File: src/rtl/mm2s_pkg.sv
// Shared types and length helpers for the MM2S stream transmitter.
// Helpers take the beat-width log2 so any power-of-2 byte lane count up to 32 works.
package mm2s_pkg;

    localparam int DATA_W_DEF = 64;
    localparam int LEN_W_DEF  = 16;
    localparam int KEEP_W_DEF = DATA_W_DEF / 8;

    typedef logic [KEEP_W_DEF-1:0] keep_t;

    typedef enum logic [1:0] {
        IDLE   = 2'd0,
        STREAM = 2'd1,
        FLUSH  = 2'd2
    } tx_state_e;

    // Beats needed to carry len bytes; the 33-bit sum keeps a near-max length from wrapping.
    function automatic logic [31:0] len_to_beats(input logic [31:0] len,
                                                 input int unsigned keep_log2);
        logic [32:0] w_sum;
        w_sum = {1'b0, len} + ((33'd1 << keep_log2) - 33'd1);
        return 32'(w_sum >> keep_log2);
    endfunction

    // Byte enables for the final beat: full when len is a whole number of beats.
    function automatic logic [31:0] len_to_last_keep(input logic [31:0] len,
                                                     input int unsigned keep_log2);
        logic [31:0] w_keep_w;
        logic [31:0] w_rem;
        w_keep_w = 32'd1 << keep_log2;
        w_rem    = len & (w_keep_w - 32'd1);
        if (w_rem == 32'd0) begin
            return (32'd1 << w_keep_w) - 32'd1;
        end
        return (32'd1 << w_rem) - 32'd1;
    endfunction

endpackage

File: src/rtl/mm2s_axis_tx.sv
// Pops MM2S read-data FIFO words and emits one AXI4-Stream packet per length command.
// Optional beat counter on stat_beats is built only when MM2S_AXIS_TX_STATS_EN is defined.
module mm2s_axis_tx
    import mm2s_pkg::*;
#(
    parameter int DATA_W = DATA_W_DEF,
    parameter int LEN_W  = LEN_W_DEF
) (
    input  logic                clk,
    input  logic                rst,
    input  logic                cmd_valid,
    output logic                cmd_ready,
    input  logic [LEN_W-1:0]    cmd_len,
    input  logic                fifo_pop_valid,
    output logic                fifo_pop_ready,
    input  logic [DATA_W-1:0]   fifo_pop_data,
    output logic                m_axis_tvalid,
    input  logic                m_axis_tready,
    output logic [DATA_W-1:0]   m_axis_tdata,
    output logic [DATA_W/8-1:0] m_axis_tkeep,
    output logic                m_axis_tlast,
    output logic                busy,
    output logic                done,
    output logic [31:0]         stat_beats,
    output logic [1:0]          o_dbg_state
);

    localparam int KEEP_W    = DATA_W / 8;
    localparam int KEEP_LOG2 = $clog2(KEEP_W);

    // Handshakes: a transfer happens on any edge where valid && ready; a producer
    // holding valid keeps its payload stable until that edge.
    tx_state_e             r_state;
    tx_state_e             w_next_state;
    logic [LEN_W:0]        r_beats_left;
    logic [KEEP_W-1:0]     r_last_keep;
    logic                  r_tvalid;
    logic [DATA_W-1:0]     r_tdata;
    logic [KEEP_W-1:0]     r_tkeep;
    logic                  r_tlast;
    logic                  r_done;

    logic                  w_cmd_accept;
    logic                  w_load;
    logic                  w_final_load;
    logic                  w_beat_acc;
    logic [31:0]           w_beats_full;
    logic [31:0]           w_keep_full;
    logic                  w_unused_bits;

    assign w_beats_full  = len_to_beats(32'(cmd_len), KEEP_LOG2);
    assign w_keep_full   = len_to_last_keep(32'(cmd_len), KEEP_LOG2);
    assign w_unused_bits = ^{w_beats_full[31:LEN_W+1], w_keep_full[31:KEEP_W]};

    assign cmd_ready      = (r_state == IDLE);
    assign w_cmd_accept   = cmd_valid && cmd_ready;
    // Pop only when the output register is free or draining this cycle.
    assign fifo_pop_ready = (r_state == STREAM) && (r_beats_left != '0) &&
                            (!r_tvalid || m_axis_tready);
    assign w_load         = fifo_pop_valid && fifo_pop_ready;
    assign w_final_load   = w_load && (r_beats_left == (LEN_W+1)'(1));
    assign w_beat_acc     = r_tvalid && m_axis_tready;

    always_comb begin
        w_next_state = r_state;
        case (r_state)
            IDLE:    if (w_cmd_accept && (cmd_len != '0)) w_next_state = STREAM;
            STREAM:  if (w_final_load) w_next_state = FLUSH;
            FLUSH:   if (w_beat_acc) w_next_state = IDLE;
            default: w_next_state = IDLE;
        endcase
    end

    always_ff @(posedge clk) begin
        if (rst) begin
            r_state <= IDLE;
        end else begin
            r_state <= w_next_state;
        end
    end

    always_ff @(posedge clk) begin
        if (rst) begin
            r_beats_left <= '0;
            r_last_keep  <= '0;
            r_tvalid     <= 1'b0;
            r_tdata      <= '0;
            r_tkeep      <= '0;
            r_tlast      <= 1'b0;
            r_done       <= 1'b0;
        end else begin
            r_done <= 1'b0;
            if (w_cmd_accept) begin
                r_beats_left <= w_beats_full[LEN_W:0];
                r_last_keep  <= w_keep_full[KEEP_W-1:0];
                if (cmd_len == '0) r_done <= 1'b1;
            end else if (w_load) begin
                r_beats_left <= r_beats_left - (LEN_W+1)'(1);
            end

            if (w_load) begin
                r_tvalid <= 1'b1;
                r_tdata  <= fifo_pop_data;
                r_tlast  <= w_final_load;
                r_tkeep  <= w_final_load ? r_last_keep : '1;
            end else if (w_beat_acc) begin
                r_tvalid <= 1'b0;
            end

            if ((r_state == FLUSH) && w_beat_acc) r_done <= 1'b1;
        end
    end

`ifdef MM2S_AXIS_TX_STATS_EN
    logic [31:0] r_stat_beats;

    always_ff @(posedge clk) begin
        if (rst) begin
            r_stat_beats <= '0;
        end else if (w_beat_acc) begin
            r_stat_beats <= r_stat_beats + 32'd1;
        end
    end

    assign stat_beats = r_stat_beats;
`else
    assign stat_beats = '0;
`endif

    assign m_axis_tvalid = r_tvalid;
    assign m_axis_tdata  = r_tdata;
    assign m_axis_tkeep  = r_tkeep;
    assign m_axis_tlast  = r_tlast;
    assign busy          = (r_state != IDLE);
    assign done          = r_done;
    assign o_dbg_state   = r_state;

endmodule

File: config.mk
export PLATFORM = sky130hd
export DESIGN_NAME = mm2s_axis_tx
export DESIGN_NICKNAME = d
export VERILOG_FILES = /design/src/rtl/mm2s_pkg.sv /design/src/rtl/mm2s_axis_tx.sv
export SDC_FILE = /design/constraint.sdc
export NUM_CORES = 1
export LEC_CHECK = 0
export CORE_ASPECT_RATIO = 1.1
export CORE_UTILIZATION = 48
export DETAILED_ROUTE_END_ITERATION = 10
export PLACE_DENSITY = 0.95
export SKIP_CTS_REPAIR_TIMING = 1
export SYNTH_ARGS = -nofsm -noshare
export SYNTH_HDL_FRONTEND = slang
export SYNTH_SLANG_ARGS = --single-unit
File: constraint.sdc
create_clock -name clk -period 5.05 [get_ports clk]
set_input_delay 0.7575 -clock clk [delete_from_list [all_inputs] [get_ports clk]]
set_output_delay 0.7575 -clock clk [all_outputs]
set_load 0.005 [all_outputs]
* After elaboration in Yosys (flattened, before gate mapping) *
Cells that the tools add are included.

word-level totals
  input port bits = 85
  register bits = 102
  logic and storage cells = 52

cells by class
  add/sub/neg operators = 3
  equal/unequal tests = 6
  muxes and demuxes = 15
  reduce and logical (&&, ||, !) cells = 19
  shifts and indexed selects = 1

operator list
  operator                                                              number
  17-bit two-way mux                                                    2
  32-bit logical NOT                                                    1
  8-bit two-way mux                                                     3
  16-bit by 3-bit adder with 17-bit output, second input constant       1
  17-bit by 1-bit == test with 1-bit output, second input constant      1
  17-bit nonzero test                                                   1
  17-bit by 1-bit subtractor with 17-bit output, second input constant  1
  16-bit logical NOT                                                    1
  16-bit nonzero test                                                   1
  1-bit logical AND                                                     8
  1-bit by 3-bit << shifter with 8-bit output, first input constant     1
  8-bit by 1-bit subtractor with 8-bit output, second input constant    1
  1-bit two-way mux                                                     6
  2-bit two-way mux                                                     3
  2-bit one-hot mux with 3 select lines                                 1
  2-bit nonzero test                                                    3
  2-bit != test, second input constant                                  2
  3-bit AND reduction                                                   1
  2-bit by 1-bit == test with 1-bit output, second input constant       1
  2-bit == test, second input constant                                  1
  2-bit logical NOT                                                     1
  2-bit by 1-bit != test with 1-bit output, second input constant       1
  1-bit logical NOT                                                     1
  1-bit logical OR                                                      1

* Longest topological paths before layout *
  depth after elaboration = 7
  depth in mapped cells = 8
  mapped depth without buffers = 6

* Worst setup path after synthesis *
No wires, ideal clock.

  kind = input to register
  start = input port cmd_len[2]
  end = register r_beats_left[8]
  data required time = 4.962 ns
  cell stages on the path = 6
  path buffers = 1
  setup slack = 2.834 ns
  arrival time = 2.127 ns
  cells stage by stage = buf_2 o31ai_4 nor3_1 and4_1 or3_1 a311oi_2

between the ends
  word-level cells in the longest chain between the ends = 2

ends and longest elaborated chain
  element                                   line                text
  from (decl)                               mm2s_axis_tx.sv:13  input logic [LEN_W-1:0] cmd_len,
  16-bit by 3-bit adder with 17-bit output  mm2s_pkg.sv:21      w_sum = {1'b0, len} + ((33'd1 << keep_log2) - 33'd1);
  17-bit two-way mux                        mm2s_axis_tx.sv:93  if (w_cmd_accept) begin
  to (signal assigned)                      mm2s_axis_tx.sv:94  r_beats_left <= w_beats_full[LEN_W:0];
  to (signal assigned)                      mm2s_axis_tx.sv:98  r_beats_left <= r_beats_left - (LEN_W+1)'(1);
  to (decl)                                 mm2s_axis_tx.sv:35  logic [LEN_W:0] r_beats_left;

Every way passes these cells.
A chain may end at the register's enable or synchronous reset.

* Final worst setup path *
  start = register r_beats_left[8]
  end = output port fifo_pop_ready

between the ends
  word-level cells in the longest chain between the ends = 3

ends and longest elaborated chain
  element                         line                text
  17-bit nonzero test             mm2s_axis_tx.sv:58  assign fifo_pop_ready = (r_state == STREAM) && (r_beats_left != '0) &&
  1-bit logical AND (2 in a row)  mm2s_axis_tx.sv:58
  to (decl)                       mm2s_axis_tx.sv:15  output logic fifo_pop_ready,

Every way passes these cells.

==> impl_metrics.env <==
export IMPL_outcome="complete, no violations"
export IMPL_rows=39
export IMPL_nets=800
export IMPL_hold_class="reg -> reg"
export IMPL_path_delay_family="simple AND/OR/NAND/NOR gates"
export IMPL_coreArea_um2=10400
export IMPL_finalMaxSlewViolations=0
export IMPL_worst_path_buf_inv=1
export IMPL_min_path_cells=2
export IMPL_combPwrFrac_pct=21.2
export IMPL_grt_use_total_pct=23.3
export IMPL_synth_top_family_by_area="simple AND/OR/NAND/NOR gates"
export IMPL_synth_adder_area_share_pct=0.731
export IMPL_clock_tree_buffer_depth=2
export IMPL_portBuffers=164
export IMPL_final_min_clock_period_ps=3410
export IMPL_power_w=0.00209
export IMPL_synth_compound_area_share_pct=20.6
export IMPL_p_sw_share_pct=27.3
export IMPL_grt_pass1_vias=4488
export IMPL_critPathRequiredTime_ps=4290
export IMPL_cp_arrival_ps=2650
export IMPL_netlist_area_um2=5130
export IMPL_grt_remaining_overflow=0
export IMPL_drive_above_1_share_pct=22.5
export IMPL_crit_chain="nor3_1 -> and4_1 -> a21oi_1 -> clkdlybuf4s50_1"
export IMPL_cp_num_cells=4
export IMPL_pwr_share_seq_pct=43.3
export IMPL_setup_violations_final=0
export IMPL_ir_drop_v=0.000159
export IMPL_highest_signal_layer="met4"
export IMPL_synthSimpleGateAreaFrac_pct=25.5
export IMPL_path_class="reg -> out"
export IMPL_cpPeakStageDelay_ps=690
export IMPL_dp_hpwl_um=8960
export IMPL_reg2reg_from="r_beats_left[8]"
export IMPL_wl_met3_um=723
export IMPL_start_kind="register"
export IMPL_ys_types=64
export IMPL_grt_pass1_wl_um=20800
export IMPL_globalplace_congestion=0.857
export IMPL_cts_root_buffer="clkbuf_16"
export IMPL_num_fill_cells=810
export IMPL_clk_pin_slew_ps=70
export IMPL_routed_wl_um=12600
export IMPL_cp_slowest_cell="and4_1"
export IMPL_fmax_ghz=0.293
export IMPL_powerDensity_nw_per_um2=303
export IMPL_grt_setup_unrepaired="no"
export IMPL_synthCells=573
export IMPL_ys_seq_elements=102
export IMPL_dieArea_um2=11100
export IMPL_synthMuxAreaShare_pct=0.488
export IMPL_p_sw_w=0.000571
export IMPL_met2WireLength_um=6570
export IMPL_fin_skew_ps=6.58
export IMPL_die_w_um=101
export IMPL_worst_pin_slew_ps=1120
export IMPL_synth_edf_count=0
export IMPL_async_reset_ff_share_pct=0
export IMPL_timing_slew_headroom_pct=25.1
export IMPL_max_cap_violations=0
export IMPL_avgSynthCellArea_um2=8.96
export IMPL_yosysWarnings=0
export IMPL_synth_xor_xnor_area_share_pct=2.05
export IMPL_reg2reg_depth=5
export IMPL_cts_made_buffers=9
export IMPL_cts_tree="built"
export IMPL_h_tree_depth=3
export IMPL_rrSetupSlack_ps=1830
export IMPL_ys_seq_area_share_pct=39.8
export IMPL_endpoint="fifo_pop_ready"
export IMPL_cp_max_fo=9
export IMPL_cp_startpoint="r_beats_left[8]"
export IMPL_io_pins=197
export IMPL_start_util_pct=49.4
export IMPL_wire_per_inst_um=14.7
export IMPL_wl_met1_um=4890
export IMPL_antenna_found_initial=0
export IMPL_post_route_drc_count=0
export IMPL_die_h_um=110
export IMPL_area_growth_pct=34.4
export IMPL_cp_end_kind="primary output"
export IMPL_insertion_delay_ps=340
export IMPL_dr_pass1_iters=4
export IMPL_p_leak_nw=2.36
export IMPL_period_share_pct=67.5
export IMPL_power_share_clock_pct=35.5
export IMPL_rr_endpoint="r_beats_left[8]"
export IMPL_grt_max_degree=76
export IMPL_finalSetupTns_ps=0
export IMPL_via_per_inst=5.25
export IMPL_synth_ff_type="dfxtp_1"
export IMPL_intPower_w=0.00152
export IMPL_num_vias=4518
export IMPL_cts_num_sinks=102
export IMPL_postRouteAntennaNets=0
export IMPL_n_antenna_cell=0
export IMPL_finalHoldViolCount=0
export IMPL_initialDrtViolationCount=226
-- cell families after synthesis --
kind of cell / count (synthesis)
compound gates: 123
mux: 2
buf+inv: 78
flops: 102
xor+xnor: 12
fa+ha+maj: 3
other cells: 1
simple gates: 252
-- cell usage in the layout (no fill, tap or decap), types with 6 or more instances in the layout --
cell,instances
xnor2_1,9
nand2_2,59
nor2_1,37
inv_1,7
clkbuf_16,9
dfxtp_1,102
a21oi_1,20
nand2_1,82
nand3_1,9
conb_1,32
clkdlybuf4s50_1,163
nor3_1,27
a21oi_2,59
a311oi_1,6
-- per-layer routing --
metal	vias to the layer above	global-route usage [%]
met5	-	0
met4	0	12.9
met3	37	5.00
met2	168	41.3
met1	2134	25.3
li1	2179	-
-- flip-flops by register name, summed over array words and instances, names as in the netlist --
signal         count
done               1
m_axis_tdata      64
m_axis_tkeep       8
m_axis_tlast       1
m_axis_tvalid      1
o_dbg_state        2
r_beats_left      17
r_last_keep        8
-- metrics by stage --
step | instances | area [µm²] | util, % | hold slack [ps] | setup WS [ps]
final | 860 | 6900 | 66.4 | 456 | 1640
after CTS | 860 | 6900 | 66.4 | 458 | 1640
after global routing | 860 | 6900 | 66.4 | 475 | 1520
after global placement | 844 | 6580 | 63.3 | 441 | 1700
after floorplan | 604 | 5250 | - | 437 | 2830
after detailed placement | 844 | 6580 | 63.3 | 448 | 1560
-- power by group through the flow --
stage               combinational [W]  clock (W)  sequential [W]
floorplan                    0.000286          0        0.000919
global placement             0.000427          0        0.000920
detailed placement           0.000439          0        0.000923
CTS                          0.000444   0.000756        0.000905
global route                 0.000481   0.000789        0.000912
finish                       0.000444   0.000743        0.000906
-- synth_stat cells (all sizes together) (3+ instances only) --
master   instances  area (µm²)
buf             55         472
nand4            3        25.0
nand3b           3        22.5
or3              4        25.0
clkbuf          16        60.1
and4             3        26.3
ha               3        37.5
a21o             3        30.0
xnor2            9        78.8
and3             3        18.8
xor2             3        26.3
a31oi            3        18.8
a2111oi          4        78.8
nand3           10        55.1
nand2          141         677
dfxtp          102        2040
nor4             9        90.1
a211oi           6        60.1
a21oi           80         626
inv              7        26.3
nor3            28         145
nor2            37         139
o21ai            4        20.0
a311oi           7        67.6
-- layout make-up --
cell class	instances	area [µm²]	share of cell area, %
clock buffer	10	239	3.46
sequential	102	2040	29.6
timing repair buffer	168	1670	24.2
tap	143	179	2.59
inverter	7	26.3	0.381
clock inverter	6	83.8	1.21
multi-input combinational	424	2660	38.6
-- worst min path at each step --
stage / startpoint / end
3_3_place_gp: m_axis_tdata[7] / m_axis_tdata[7]
6_report: m_axis_tdata[10] / m_axis_tdata[10]
2_1_floorplan: r_last_keep[7] / r_last_keep[7]
5_1_grt: m_axis_tdata[20] / m_axis_tdata[20]
4_1_cts: m_axis_tdata[10] / m_axis_tdata[10]
3_5_place_dp: m_axis_tdata[10] / m_axis_tdata[10]
-- worst reg2reg max path: stages (launching register included) --
cell and delay [ps]:
dfxtp_1 340, nor3_1 640, and4_1 690, a21o_4 930
mux2_4 360, a311oi_2 170
Power figures use the tool's default switching activity.
